`src/rtl/systolic_pkg.sv`:
```
// systolic_pkg: shared widths, row typedef and the narrowing helper.
// SYSTOLIC_DRAIN_SAT_EN selects saturating narrowing; default truncates.
package systolic_pkg;

  localparam int DATA_WIDTH = 16;
  localparam int ACC_WIDTH  = 64;
  localparam int N_COLS     = 4;

  typedef logic [N_COLS-1:0][DATA_WIDTH-1:0] row_t;

  // Returns v narrowed to w bits, sign-extended back to 64.
  function automatic logic signed [63:0] sat_narrow(
    input logic signed [63:0] v,
    input int unsigned        w
  );
`ifdef SYSTOLIC_DRAIN_SAT_EN
    logic signed [63:0] hi;
    logic signed [63:0] lo;
    hi = (64'sd1 <<< (w - 1)) - 64'sd1;
    lo = -(64'sd1 <<< (w - 1));
    if (v > hi) return hi;
    else if (v < lo) return lo;
    else return v;
`else
    return (v <<< (64 - w)) >>> (64 - w);
`endif
  endfunction

endpackage

```
`src/rtl/row_fifo.sv`:
```
// row_fifo: single-clock row FIFO with a registered head row.
// Head register loads one cycle after a row lands; push-on-full-with-pop ok.
module row_fifo
  import systolic_pkg::*;
#(
  parameter int W     = 64,
  parameter int DEPTH = 8,
  parameter int AFULL = 4
) (
  input  logic                   clk,
  input  logic                   rstn,
  input  logic                   wr_en_i,
  input  logic [W-1:0]           wr_data_i,
  input  logic                   rd_ready_i,
  output logic [W-1:0]           rd_data_o,
  output logic                   rd_valid_o,
  output logic                   full_o,
  output logic                   empty_o,
  output logic [$clog2(DEPTH):0] count_o,
  output logic                   afull_o
);

  localparam int PW = $clog2(DEPTH);
  localparam int CW = PW + 1;

  logic [W-1:0]  mem [DEPTH];
  logic [PW-1:0] wr_ptr_q, wr_ptr_d;
  logic [PW-1:0] rd_ptr_q, rd_ptr_d;
  logic [PW-1:0] raddr;
  logic [CW-1:0] cnt_q, cnt_d;
  logic [W-1:0]  data_q, data_d;
  logic          valid_q, valid_d;
  logic          afull_q, afull_d;
  logic          push, pop, load;

  // Pointer, count and head-register next state.
  always_comb begin
    pop      = valid_q & rd_ready_i;
    push     = wr_en_i & ((cnt_q != CW'(DEPTH)) | pop);
    load     = pop ? (cnt_q > CW'(1))
                   : (~valid_q & (cnt_q != '0));
    raddr    = pop ? rd_ptr_q + PW'(1) : rd_ptr_q;
    wr_ptr_d = push ? wr_ptr_q + PW'(1) : wr_ptr_q;
    rd_ptr_d = pop ? rd_ptr_q + PW'(1) : rd_ptr_q;
    cnt_d    = cnt_q + CW'(push) - CW'(pop);
    valid_d  = load | (valid_q & ~pop);
    data_d   = load ? mem[raddr] : data_q;
    afull_d  = cnt_d >= CW'(AFULL);
  end

  // Row storage; the head register supplies the reset value.
  always_ff @(posedge clk) begin
    if (push) mem[wr_ptr_q] <= wr_data_i;
  end

  // Control state.
  always_ff @(posedge clk or negedge rstn) begin
    if (!rstn) begin
      wr_ptr_q <= '0;
      rd_ptr_q <= '0;
      cnt_q    <= '0;
      data_q   <= '0;
      valid_q  <= 1'b0;
      afull_q  <= 1'b0;
    end else begin
      wr_ptr_q <= wr_ptr_d;
      rd_ptr_q <= rd_ptr_d;
      cnt_q    <= cnt_d;
      data_q   <= data_d;
      valid_q  <= valid_d;
      afull_q  <= afull_d;
    end
  end

  assign rd_data_o  = data_q;
  assign rd_valid_o = valid_q;
  assign full_o     = cnt_q == CW'(DEPTH);
  assign empty_o    = cnt_q == '0;
  assign count_o    = cnt_q;
  assign afull_o    = afull_q;

endmodule

```
`src/rtl/systolic_drain.sv`:
```
// systolic_drain: deskews bottom-row accumulators, narrows, queues rows.
// Narrowing saturates when SYSTOLIC_DRAIN_SAT_EN is defined.
module systolic_drain
  import systolic_pkg::*;
#(
  parameter int N          = 4,
  parameter int ACC_WIDTH  = systolic_pkg::ACC_WIDTH,
  parameter int OUT_WIDTH  = systolic_pkg::DATA_WIDTH,
  parameter int SHIFT      = 0,
  parameter int FIFO_DEPTH = 8
) (
  input  logic                          clk,
  input  logic                          rstn,
  input  logic [N*ACC_WIDTH-1:0]        acc_i,
  input  logic                          row_valid_i,
  output logic                          stall_o,
  output logic [N*OUT_WIDTH-1:0]        out_data_o,
  output logic                          out_valid_o,
  input  logic                          out_ready_i,
  output logic [$clog2(FIFO_DEPTH):0]   count_o,
  output logic                          overflow_o,
  input  logic                          clr_ovf_i
);

  localparam int RW = N * OUT_WIDTH;

  logic [ACC_WIDTH-1:0] aligned [N];
  logic [RW-1:0]        row_cv;
  logic                 dv;
  logic                 fifo_full;
  logic                 fifo_empty_unused;
  logic                 drop;
  logic                 ovf_q, ovf_d;

  if (N > 1) begin : g_vdl
    logic [N-2:0] vdl_q, vdl_d;

    // Launch strobe travels alongside column 0.
    always_comb begin
      vdl_d = (vdl_q << 1) | (N-1)'(row_valid_i);
    end

    // Valid delay line.
    always_ff @(posedge clk or negedge rstn) begin
      if (!rstn) vdl_q <= '0;
      else       vdl_q <= vdl_d;
    end

    assign dv = vdl_q[N-2];
  end else begin : g_novdl
    assign dv = row_valid_i;
  end

  for (genvar j = 0; j < N; j++) begin : g_col
    localparam int D = N - 1 - j;
    logic [ACC_WIDTH-1:0]        col_in;
    logic signed [ACC_WIDTH-1:0] sh;

    assign col_in = acc_i[j*ACC_WIDTH +: ACC_WIDTH];

    if (D == 0) begin : g_nd
      assign aligned[j] = col_in;
    end else begin : g_dl
      logic [ACC_WIDTH-1:0] dl_q [D];
      logic [ACC_WIDTH-1:0] dl_d [D];

      // Early columns wait for the last one.
      always_comb begin
        dl_d[0] = col_in;
        for (int k = 1; k < D; k++) dl_d[k] = dl_q[k-1];
      end

      // Column delay line.
      always_ff @(posedge clk or negedge rstn) begin
        if (!rstn) begin
          for (int k = 0; k < D; k++) dl_q[k] <= '0;
        end else begin
          dl_q <= dl_d;
        end
      end

      assign aligned[j] = dl_q[D-1];
    end

    assign sh = $signed(aligned[j]) >>> SHIFT;
    assign row_cv[j*OUT_WIDTH +: OUT_WIDTH] =
      OUT_WIDTH'(sat_narrow(64'(sh), OUT_WIDTH));
  end

  row_fifo #(
    .W     (RW),
    .DEPTH (FIFO_DEPTH),
    .AFULL (FIFO_DEPTH - N)
  ) u_fifo (
    .clk        (clk),
    .rstn       (rstn),
    .wr_en_i    (dv),
    .wr_data_i  (row_cv),
    .rd_ready_i (out_ready_i),
    .rd_data_o  (out_data_o),
    .rd_valid_o (out_valid_o),
    .full_o     (fifo_full),
    .empty_o    (fifo_empty_unused),
    .count_o    (count_o),
    .afull_o    (stall_o)
  );

  // A drop sets the flag even when a clear arrives together.
  always_comb begin
    drop  = dv & fifo_full & ~(out_valid_o & out_ready_i);
    ovf_d = drop | (ovf_q & ~clr_ovf_i);
  end

  // Sticky overflow register.
  always_ff @(posedge clk or negedge rstn) begin
    if (!rstn) ovf_q <= 1'b0;
    else       ovf_q <= ovf_d;
  end

  assign overflow_o = ovf_q;

endmodule

```
`config.mk`:
```
export PLATFORM = sky130hd
export DESIGN_NAME = systolic_drain
export DESIGN_NICKNAME = d
export VERILOG_FILES = /design/src/rtl/systolic_pkg.sv /design/src/rtl/row_fifo.sv /design/src/rtl/systolic_drain.sv
export SDC_FILE = /design/constraint.sdc
export NUM_CORES = 1
export LEC_CHECK = 0
export ABC_AREA = 1
export BUFFER_PORTS_ARGS = -buffer_cell sky130_fd_sc_hd__clkbuf_2
export CAP_MARGIN = 20
export CORE_MARGIN = 5
export CORE_UTILIZATION = 50
export CTS_BUF_LIST = sky130_fd_sc_hd__clkbuf_4
export DETAILED_ROUTE_END_ITERATION = 7
export GPL_ROUTABILITY_DRIVEN = 0
export GPL_TIMING_DRIVEN = 0
export PLACE_DENSITY = 0.73
export SLEW_MARGIN = 5
export SYNTH_ARGS = -nofsm -noshare
export SYNTH_HDL_FRONTEND = slang
export SYNTH_SLANG_ARGS = --single-unit
```
`constraint.sdc`:
```
create_clock -name clk -period 4 [get_ports clk]
set_clock_uncertainty 0.15 [all_clocks]
set_input_delay 0.2 -clock clk [delete_from_list [all_inputs] [get_ports clk]]
set_output_delay 0.2 -clock clk [all_outputs]
set_load 0.05 [all_outputs]
```
**Word level (Yosys, flattened, before mapping)**

Memories as Yosys holds them, arrays and structs flattened. A register that Yosys moved wholly into a read port is not among the register bits.
Cells that the tools add are included.

- Equal/unequal tests: 2
- Reduce and logical (&&, ||, !) cells: 2
- $add $sub $neg: 4
- Bitwise operators: 14
- Magnitude comparators: 2
- Multiplexer cells: 4

Operators with widths:

| operator | number |
|---|---|
| $and 1x1->1 | 7 |
| $add 3x1->3 const B | 2 |
| $add 4x1->4 | 1 |
| $eq 4x4->1 const B | 1 |
| $ge 4x3->1 const B | 1 |
| $gt 4x1->1 const B | 1 |
| $ne 4x4->1 const B | 1 |
| $reduce_bool 4->1 | 1 |
| $sub 4x1->4 | 1 |
| $mux 1 | 3 |
| $mux 3 | 1 |
| $not 1->1 | 3 |
| $or 1x1->1 | 3 |
| $or 3x1->3 | 1 |
| $logic_not 1->1 | 1 |

- RAM bits: 512
- Output and inout bits: 71
- Bits in registers: 112
- Bits of input ports: 261
- Memories kept: 1

Memories:

| name | words | width | read ports | clocked after Yosys merged registers in | write ports | line | RTL |
|---|---|---|---|---|---|---|---|
| u_fifo.mem | 8 | 64 | 1 | 1 | 1 | row_fifo.sv:26 | `logic [W-1:0] mem [DEPTH];` |

**Depth between registers and ports, before layout**

Gate-level depths: netlist of run 1.

- Word-level depth: 6
- Depth in mapped cells: 11
- Mapped depth without buffers: 11

**Hierarchy**

From an unflattened synthesis of run 1, not the netlist that was laid out.

- Cells, all modules: 2,385
- Area total of the unflattened synthesis: 27,538.9 sq um

Modules (own cells, without submodules):

| module | area an instance (sq um) | cells each | seq. area each (sq um) | instances |
|---|---|---|---|---|
| row_fifo | 25,010.2 | 2,278 | 17,276.6 | 1 |
| systolic_drain | 2,528.7 | 107 | 2,502.4 | 1 |

**Worst setup path after synthesis of run 1**

OpenSTA, ideal clock, no wires.

- Path type: reg2reg
- Start point: reg u_fifo.cnt_q[2] (netlist: u_fifo.count_o[2])
- End point: mem u_fifo.mem[0][0] (enable)
- Buffers on the path: 0
- Data required time: 3,364 ps
- Library setup time: 486 ps
- Data arrival time: 4,163 ps
- Cell stages (with the launch flop): 7
- Slack: -800 ps
- Period minus slack after synthesis: 4,800 ps
- Path through: dfrtp_1 > inv_1 > ha_1 > nand3_1 > nand2_1 > or2_2 > nor2_1

- Cells in the longest elaborated chain, start to end: 5

Ends and longest elaborated chain:

| what | line | RTL |
|---|---|---|
| start: declaration | row_fifo.sv:30 | `logic [CW-1:0] cnt_q, cnt_d;` |
| start signal: assignment | row_fifo.sv:68 | `cnt_q <= cnt_d;` |
| $ne 4x4->1 | row_fifo.sv:39 | `push = wr_en_i & ((cnt_q != CW'(DEPTH)) \| pop);` |
| $or 1x1->1 | row_fifo.sv:39 |  |
| $and 1x1->1 | row_fifo.sv:39 |  |
| $mux 1 | row_fifo.sv:53 | `if (push) mem[wr_ptr_q] <= wr_data_i;` |
| $mux 1 (not written as such) | row_fifo.sv:53 |  |
| end: declaration | row_fifo.sv:26 |  |

No other way between the ends.

**Final worst setup path of run 1**

- Start point: reg u_fifo.valid_q (netlist: u_fifo.rd_valid_o)
- End point: mem u_fifo.mem[6][39] (enable)

- Cells in the longest elaborated chain, start to end: 5

Ends and longest elaborated chain:

| what | line | RTL |
|---|---|---|
| start: declaration | row_fifo.sv:32 | `logic valid_q, valid_d;` |
| start signal: assignment | row_fifo.sv:70 | `valid_q <= valid_d;` |
| $and 1x1->1 | row_fifo.sv:38 | `pop = valid_q & rd_ready_i;` |
| $or 1x1->1 | row_fifo.sv:39 |  |
| $and 1x1->1 | row_fifo.sv:39 |  |
| $mux 1 | row_fifo.sv:53 |  |
| $mux 1 (not written as such) | row_fifo.sv:53 |  |

No other way between the ends.

==> results.py, run 1 <==
metrics = {
    "setup_path": {
        "critPathTopFamily": "simple AND/OR/NAND/NOR gates",
        "arrival_ps": 3450,
        "startpoint_type": "flip-flop",
        "cp_max_fo": 26,
        "cpPeakStageDelay_ps": 730,
        "r2r-end": "u_fifo.mem[6][39]$_DFFE_PP_",
        "path_depth": 7,
        "r2r_cells": 7,
        "critPathRequiredTime_ps": 4480,
        "reg2reg_slack_ps": 1030,
        "crit_type": "reg2reg",
        "worst-path-buf-inv": 2,
        "path_cells": "nand2_2, nand3_1, nand2_1, or2_2, nor2_4, buf_12, buf_16",
        "cp_slowest_cell": "nor2_4",
        "timing.rr.start": "u_fifo.rd_valid_o$_DFF_PN0_",
        "endpoint_kind": "flip-flop",
    },
    "job": {
        "drv_cap": 0,
    },
    "final_layout": {
        "final_cell_count_no_fill": 3688,
        "areaGrowthSynthToFinish_pct": 21.1,
        "nets": 3114,
        "finish.utilization_pct": 60.8,
        "layout-drive-gt1-share_pct": 18.3,
    },
    "placement": {
        "hpwl_um": 44100,
        "dp_cells": 3239,
        "place_ws_ps": 1030,
        "portBuffers": 139,
    },
    "floorplan": {
        "coreArea_um2": 54800,
        "die-area_um2": 59800,
        "rows": 86,
        "start_util_pct": 50.2,
        "dieWidth_um": 245,
        "io_pins": 332,
        "fp.dieH_um": 245,
    },
    "min_path": {
        "hold_depth": 0,
        "hp-start": "g_col[1].g_dl.dl_d[3]$_DFF_PN0_",
        "hp-class": "reg2reg",
        "min_to": "g_col[1].sh[3]$_DFF_PN0_",
    },
    "pwr": {
        "power_frac_seq_pct": 36.7,
        "leakage_nw": 14.6,
        "p_comb_share_pct": 40.0,
        "power.internal_mw": 15.0,
        "p_switching_mw": 10.7,
        "powerDensity_nw_per_um2": 771,
        "total_power_mw": 25.7,
        "peakVddDrop_v": 0.000592,
        "swShare_pct": 41.7,
        "p_clk_share_pct": 23.3,
    },
    "synth": {
        "ys_ff_latch": 688,
        "avgSynthCellArea_um2": 11.6,
        "synthCells": 2375,
        "syn-num-nets": 2646,
        "yosysWarnings": 0,
        "ys_seq_area_share_pct": 71.9,
        "synth_area_um2": 27500,
        "yosysUniqueCellTypes": 23,
    },
    "timing": {
        "setup-tns-final_ps": 0,
        "worst_slew_pin_slew_ps": 935,
        "grt_setup_unrepaired": "false",
        "hold_viol": 0,
        "min_period_ps": 2970,
        "slew_violations": 0,
        "clock.fmax_ghz": 0.337,
        "worst_slack_ps": 1030,
        "fin_crit_sh_pct": 74.2,
        "setup_viol": 0,
        "slew_headroom_pct": 37.5,
    },
    "run_status": {
        "violations": "DRC",
        "outcome": "complete, but fails checks",
    },
    "routing": {
        "vias": 19400,
        "firstDrtPassIters": 8,
        "wl_um": 69900,
        "route.detailed.drc": 1,
        "ant_nets": 0,
        "drt-initial-drc-count": 2217,
        "wl_per_cell_um": 19.0,
        "via_per_inst": 5.26,
    },
    "clock_tree": {
        "root_buffer": "clkbuf_4",
        "cts_made_buffers": 168,
        "path_clk_slew_ps": 60,
        "cts_sinks": 688,
        "cts_max_level": 4,
        "cts_tree": "done",
        "cts_resized": 0,
        "insertion_delay_ps": 980,
        "cts_buffer_depth": 3,
    },
    "global_routing": {
        "grt_pass1_vias": 19900,
        "antenna_found_initial": 2,
        "grt_pass1_wl_um": 109000,
        "grt_overflow": 0,
        "grt_use_total_pct": 23.5,
        "grt_max_degree": 93,
    },
}
## placed cells by master (no fill, tap or decap)
cell type      instances
nand3_1              515
edfxtp_1             512
nand2_1              472
inv_1                404
clkbuf_4             259
dfrtp_1              176
clkbuf_2             138
dlygate4sd3_1        137
nand3b_1             128
buf_2                 92
clkinv_1              32
clkbuf_1              23
buf_1                 15
buf_16                11
buf_12                11
ha_1                   9
inv_2                  8
nor2_4                 8
bufinv_16              4
xor2_1                 3
o21ai_0                3
clkinvlp_4             3
clkinv_2               3
nand2_2                2
buf_4                  2
a21oi_1                2
or2_2                  2
diode_2                1
nor2_1                 1
xnor2_1                1
o22ai_1                1
o21ai_1                1
xor2_2                 1
fa_1                   1
inv_6                  1
clkinv_4               1
clkbuf_8               1
## worst max-delay path by stage
stage / start / end / slack [ps]
finish: u_fifo.rd_valid_o$_DFF_PN0_ / u_fifo.mem[6][39]$_DFFE_PP_ / 1030
global route: u_fifo.rd_valid_o$_DFF_PN0_ / u_fifo.mem[6][52]$_DFFE_PP_ / 880
CTS: u_fifo.rd_valid_o$_DFF_PN0_ / u_fifo.mem[6][39]$_DFFE_PP_ / 980
global placement: u_fifo.rd_valid_o$_DFF_PN0_ / u_fifo.mem[0][7]$_DFFE_PP_ / -3000
floorplan: u_fifo.count_o[2]$_DFF_PN0_ / u_fifo.mem[0][0]$_DFFE_PP_ / -800
detailed placement: u_fifo.count_o[2]$_DFF_PN0_ / u_fifo.mem[6][6]$_DFFE_PP_ / 1030
## metrics by stage
stage / cell area, um^2 / hold slack (ps)
finish: 33300 / 179
global route: 33300 / 182
CTS: 33300 / 131
detailed placement: 29600 / 150
global placement: 29100 / 158
floorplan: 27500 / -246
## logic make-up after synthesis
group	after synthesis	share of synthesized area [%]
AND/OR/NAND/NOR	1128	19.5
flip-flops	688	71.9
buffers and inverters	537	7.77
adder cells (fa/ha/maj)	10	0.482
AO/OA/AOI/OAI	7	0.132
XOR/XNOR	5	0.187
## area by class of cell
| class | instances | area (um^2) |
|---|---|---|
| inverter | 405 | 1520 |
| sequential | 688 | 19800 |
| tap | 704 | 881 |
| clock buffer | 259 | 1940 |
| multi-input combinational | 1150 | 5650 |
| timing repair buffer | 298 | 2600 |
| buffer | 132 | 618 |
| antenna | 1 | 2.50 |
| fill | 4129 | 21500 |
| clock inverter | 51 | 322 |
## repair_timing
item / 4_1_cts / 5_1_grt
hold buffers: 138 / 0
hold endpoints to repair: 367 / 0
setup buffers: 0 / 0
## synthesized netlist by cell type
| cell | count | area [um^2] |
|---|---|---|
| inv_1 | 404 | 1520 |
| nand2_2 | 2 | 12.5 |
| dfrtp_1 | 176 | 4400 |
| o21ai_1 | 1 | 5.00 |
| xor2_1 | 3 | 26.3 |
| inv_2 | 1 | 3.75 |
| a21oi_1 | 2 | 10.0 |
| buf_4 | 2 | 15.0 |
| or2_2 | 2 | 12.5 |
| edfxtp_1 | 512 | 15400 |
| buf_1 | 15 | 56.3 |
| nand3b_1 | 128 | 961 |
| o22ai_1 | 1 | 6.26 |
| ha_1 | 9 | 113 |
| xor2_2 | 1 | 16.3 |
| clkbuf_1 | 23 | 86.3 |
| buf_2 | 92 | 460 |
| nor2_1 | 9 | 33.8 |
| nand3_1 | 515 | 2580 |
| fa_1 | 1 | 20.0 |
| o21ai_0 | 3 | 15.0 |
| xnor2_1 | 1 | 8.76 |
| nand2_1 | 472 | 1770 |
## worst reg2reg max path, stage by stage, from the launching register on
cell and delay (ps):
dfrtp_1 450, nand2_2 160, nand3_1 150, nand2_1 100, or2_2 400, nor2_4 730
buf_12 300, buf_16 220
## registers in the layout, indices dropped and copies added, names as in the netlist, 3 cells and up
signal,flops
g_col.sh,32
g_col.g_dl.dl_d,48
u_fifo.wr_ptr_q,3
g_vdl.vdl_q,3
u_fifo.mem,512
u_fifo.count_o,4
u_fifo.rd_ptr_q,3
g_col.g_dl.dl_q,16
u_fifo.rd_data_o,64
## power groups by stage
stage | clock network, mW | logic, mW | registers [mW]
floorplan | 0 | 5.31 | 10.7
global placement | 0 | 9.57 | 9.62
detailed placement | 0 | 10.1 | 9.54
CTS | 6.09 | 10.2 | 9.40
global route | 6.50 | 11.1 | 9.51
finish | 5.99 | 10.3 | 9.41
## per-layer routing
metal,vias up,track usage (%),wire (um)
met1,9323,30.9,27400
li1,8927,-,-
met2,999,38.1,33700
met5,-,0,13
met3,146,5.89,6790
met4,2,9.32,1960
Power figures use the tool's default switching activity.
==> run 2, diff against run 1 <==
--- a/config.mk
+++ b/config.mk
@@ -5,7 +5,7 @@
 export SDC_FILE = /design/constraint.sdc
 export NUM_CORES = 1
 export LEC_CHECK = 0
-export ABC_AREA = 1
+export ABC_AREA = 0
 export BUFFER_PORTS_ARGS = -buffer_cell sky130_fd_sc_hd__clkbuf_2
 export CAP_MARGIN = 20
 export CORE_MARGIN = 5
==> constraint.sdc (replaced) <==
create_clock -name clk -period 2.45 [get_ports clk]
set_clock_uncertainty 0.15 [all_clocks]
set_input_delay 0.1225 -clock clk [delete_from_list [all_inputs] [get_ports clk]]
set_output_delay 0.1225 -clock clk [all_outputs]
set_load 0.05 [all_outputs]
==> results.py, run 2 <==
metrics = {
    "job": {
        "drv_cap": 0,
    },
    "setup_path": {
        "critPathRequiredTime_ps": 3140,
        "endpoint_kind": "flip-flop",
        "arrival_ps": 3110,
        "startpoint_type": "flip-flop",
        "cp_max_fo": 10,
        "crit_type": "reg2reg",
    },
    "global_routing": {
        "grt_overflow": 0,
        "grt_pass1_wl_um": 93600,
        "antenna_found_initial": 3,
        "grt_max_degree": 100,
        "grt_pass1_vias": 16400,
        "grt_use_total_pct": 22.8,
    },
    "synth": {
        "synth.area.top_cells": "edfxtp_1 61%, dfrtp_1 17%, mux2i_1 5.0%, nand2_1 2.6%, a21oi_1 2.4%",
        "ys_ff_latch": 688,
        "synth_area_um2": 25200,
        "netlist.area_leader.share_pct": 61.0,
        "yosysWarnings": 0,
        "syn-num-nets": 1750,
        "avgSynthCellArea_um2": 17.0,
        "synth_edf_count": 512,
        "synth.most_common_cell": "edfxtp_1",
        "ys_seq_area_share_pct": 78.5,
        "yosysTopAreaCell": "edfxtp_1",
        "netlist_top_cells_count": "512 x edfxtp_1, 177 x nand2_1, 176 x dfrtp_1",
        "synthFlopType": "edfxtp_1",
        "synthCells": 1479,
        "yosysUniqueCellTypes": 49,
        "async_reset_ff_share_pct": 25.6,
    },
    "routing": {
        "route.detailed.drc": 0,
        "drt-initial-drc-count": 1503,
        "wl_per_cell_um": 22.3,
        "vias": 15600,
        "wl_um": 62300,
        "ant_nets": 0,
        "firstDrtPassIters": 5,
        "via_per_inst": 5.60,
    },
    "final_layout": {
        "fillers": 3462,
        "largest_register": "u_fifo.mem",
        "final_cell_count_no_fill": 2792,
        "largest_reg_flops": 512,
        "nets": 2250,
        "layout_common_cells": "512 x edfxtp_1, 283 x clkbuf_4, 175 x nand2_1",
        "layout-drive-gt1-share_pct": 29.6,
        "areaGrowthSynthToFinish_pct": 26.6,
        "layout_commonest_cell": "edfxtp_1",
    },
    "clock_tree": {
        "root_buffer": "clkbuf_4",
        "cts_max_level": 4,
        "cts_tree": "done",
        "cts_buffer_depth": 3,
        "cts_made_buffers": 170,
        "path_clk_slew_ps": 60,
        "insertion_delay_ps": 960,
        "cts_sinks": 688,
    },
    "timing": {
        "min_period_ps": 2420,
        "slew_violations": 0,
        "setup-tns-final_ps": 0,
        "hold_viol": 0,
        "grt_setup_unrepaired": "true",
        "fin_crit_sh_pct": 98.7,
        "setup_viol": 0,
        "slew_headroom_pct": 44.4,
        "worst_slew_pin_slew_ps": 834,
        "clock.fmax_ghz": 0.413,
    },
    "run_status": {
        "outcome": "complete, no violations",
    },
    "floorplan": {
        "dieWidth_um": 234,
        "die-area_um2": 55000,
        "io_pins": 332,
        "start_util_pct": 50.4,
        "coreArea_um2": 50000,
        "fp.dieH_um": 234,
        "rows": 82,
    },
    "min_path": {
        "hp-class": "in2reg",
    },
    "pwr": {
        "leakage_nw": 12.5,
        "powerDensity_nw_per_um2": 1340,
        "peakVddDrop_v": 0.000600,
    },
    "placement": {
        "dp_cells": 2318,
        "hpwl_um": 37500,
        "portBuffers": 138,
    },
}
==> run 2: changes by cell type after synthesis, sizes merged, moves of 117 or more <==
| cell | previous run | this run |
|---|---|---|
| nand3b | 128 | 2 |
| nand3 | 515 | 2 |
| nand2 | 474 | 177 |
| mux2i | 0 | 126 |
| a21oi | 2 | 119 |
| inv | 405 | 16 |
==> run 2: cell type report <==
type	instances	area (um^2)	area share [%]
plain buffers	89	892	2.80
clock buffers	274	2060	6.45
multi-input cells	687	5120	16.1
clock inverters	38	203	0.636
repair buffers	327	2920	9.15
well taps	672	841	2.64
diodes	1	2.50	0.00785
flip-flops and latches	688	19800	62.1
inverters	16	62.6	0.196
==> run 2: worst paths after layout <==
kind                       slack [ps]                          endpoint                       startpoint  cells after the start
max reg2reg                        30   u_fifo.rd_data_o[9]$_DFFE_PN0P_      u_fifo.count_o[2]$_DFF_PN0_                      9
min in group asynchronous         240  g_col[0].g_dl.dl_d[78]$_DFF_PN0_                             rstn                      3
max                                30   u_fifo.rd_data_o[9]$_DFFE_PN0P_      u_fifo.count_o[2]$_DFF_PN0_                      9
min                               160      u_fifo.rd_ptr_q[2]$_DFF_PN0_                      out_ready_i                      5
min reg2reg                       180          g_col[0].sh[9]$_DFF_PN0_  g_col[0].g_dl.dl_d[9]$_DFF_PN0_                      0
max in group asynchronous         930       u_fifo.rd_valid_o$_DFF_PN0_                             rstn                      4
==> run 2: repair_timing <==
item,in CTS,in global routing
cloned,2,0
endpoints found under the setup margin,304,106
hold buffers,137,0
buffers inserted,14,9
pin swaps,10,9
endpoints found under the hold margin,517,0
resized for setup,101,96
==> run 2: cell families (layout without fill, tap and decap cells) <==
group	Yosys count	after routing	synth area share [%]
flip-flops	688	688	78.5
XOR/XNOR	5	5	0.204
AO/OA/AOI/OAI	329	329	9.71
AND/OR/NAND/NOR	212	214	3.45
other	0	1	0
adder cells (fa/ha/maj)	10	10	0.527
buffers and inverters	106	744	2.36
multiplexers	129	129	5.23
==> run 2: power by group <==
| part | switching, mW | internal [mW] |
|---|---|---|
| combinational | 10.8 | 6.66 |
| sequential | 0.993 | 14.7 |
| clock | 4.44 | 5.26 |
==> run 2: per-stage QoR <==
| stage | setup slack [ps] | instance area (um^2) | power (mW) | util [%] | hold slack (ps) |
|---|---|---|---|---|---|
| after global routing | -59.2 | 31900 | 44.9 | 63.8 | 89.6 |
| after floorplan | -947 | 25300 | 26.2 | - | -323 |
| after CTS | -2.25 | 31500 | 42.1 | 63.1 | 2.40 |
| after global placement | -3180 | 26800 | 30.6 | 53.7 | 81.8 |
| after detailed placement | -450 | 27500 | 31.5 | 55.1 | 82.1 |
| final | 31.2 | 31900 | 42.8 | 63.8 | 164 |
==> run 2: metal layers <==
metal	up-vias	routed length (um)	global-route usage, %
li1	6861	-	-
met1	7916	24800	30.2
met3	125	5460	6.71
met5	-	34	0
met4	6	1440	8.54
met2	737	30500	36.4
==> run 2: critical path, cell delays in order, from the launching register on <==
cell and delay, ps:
dfrtp_2 420, inv_2 110, ha_1 200, nor3b_2 70, a2111oi_4 410, or2_4 250
buf_4 230, clkbuf_4 260, nand2_1 70, a2bb2oi_1 150
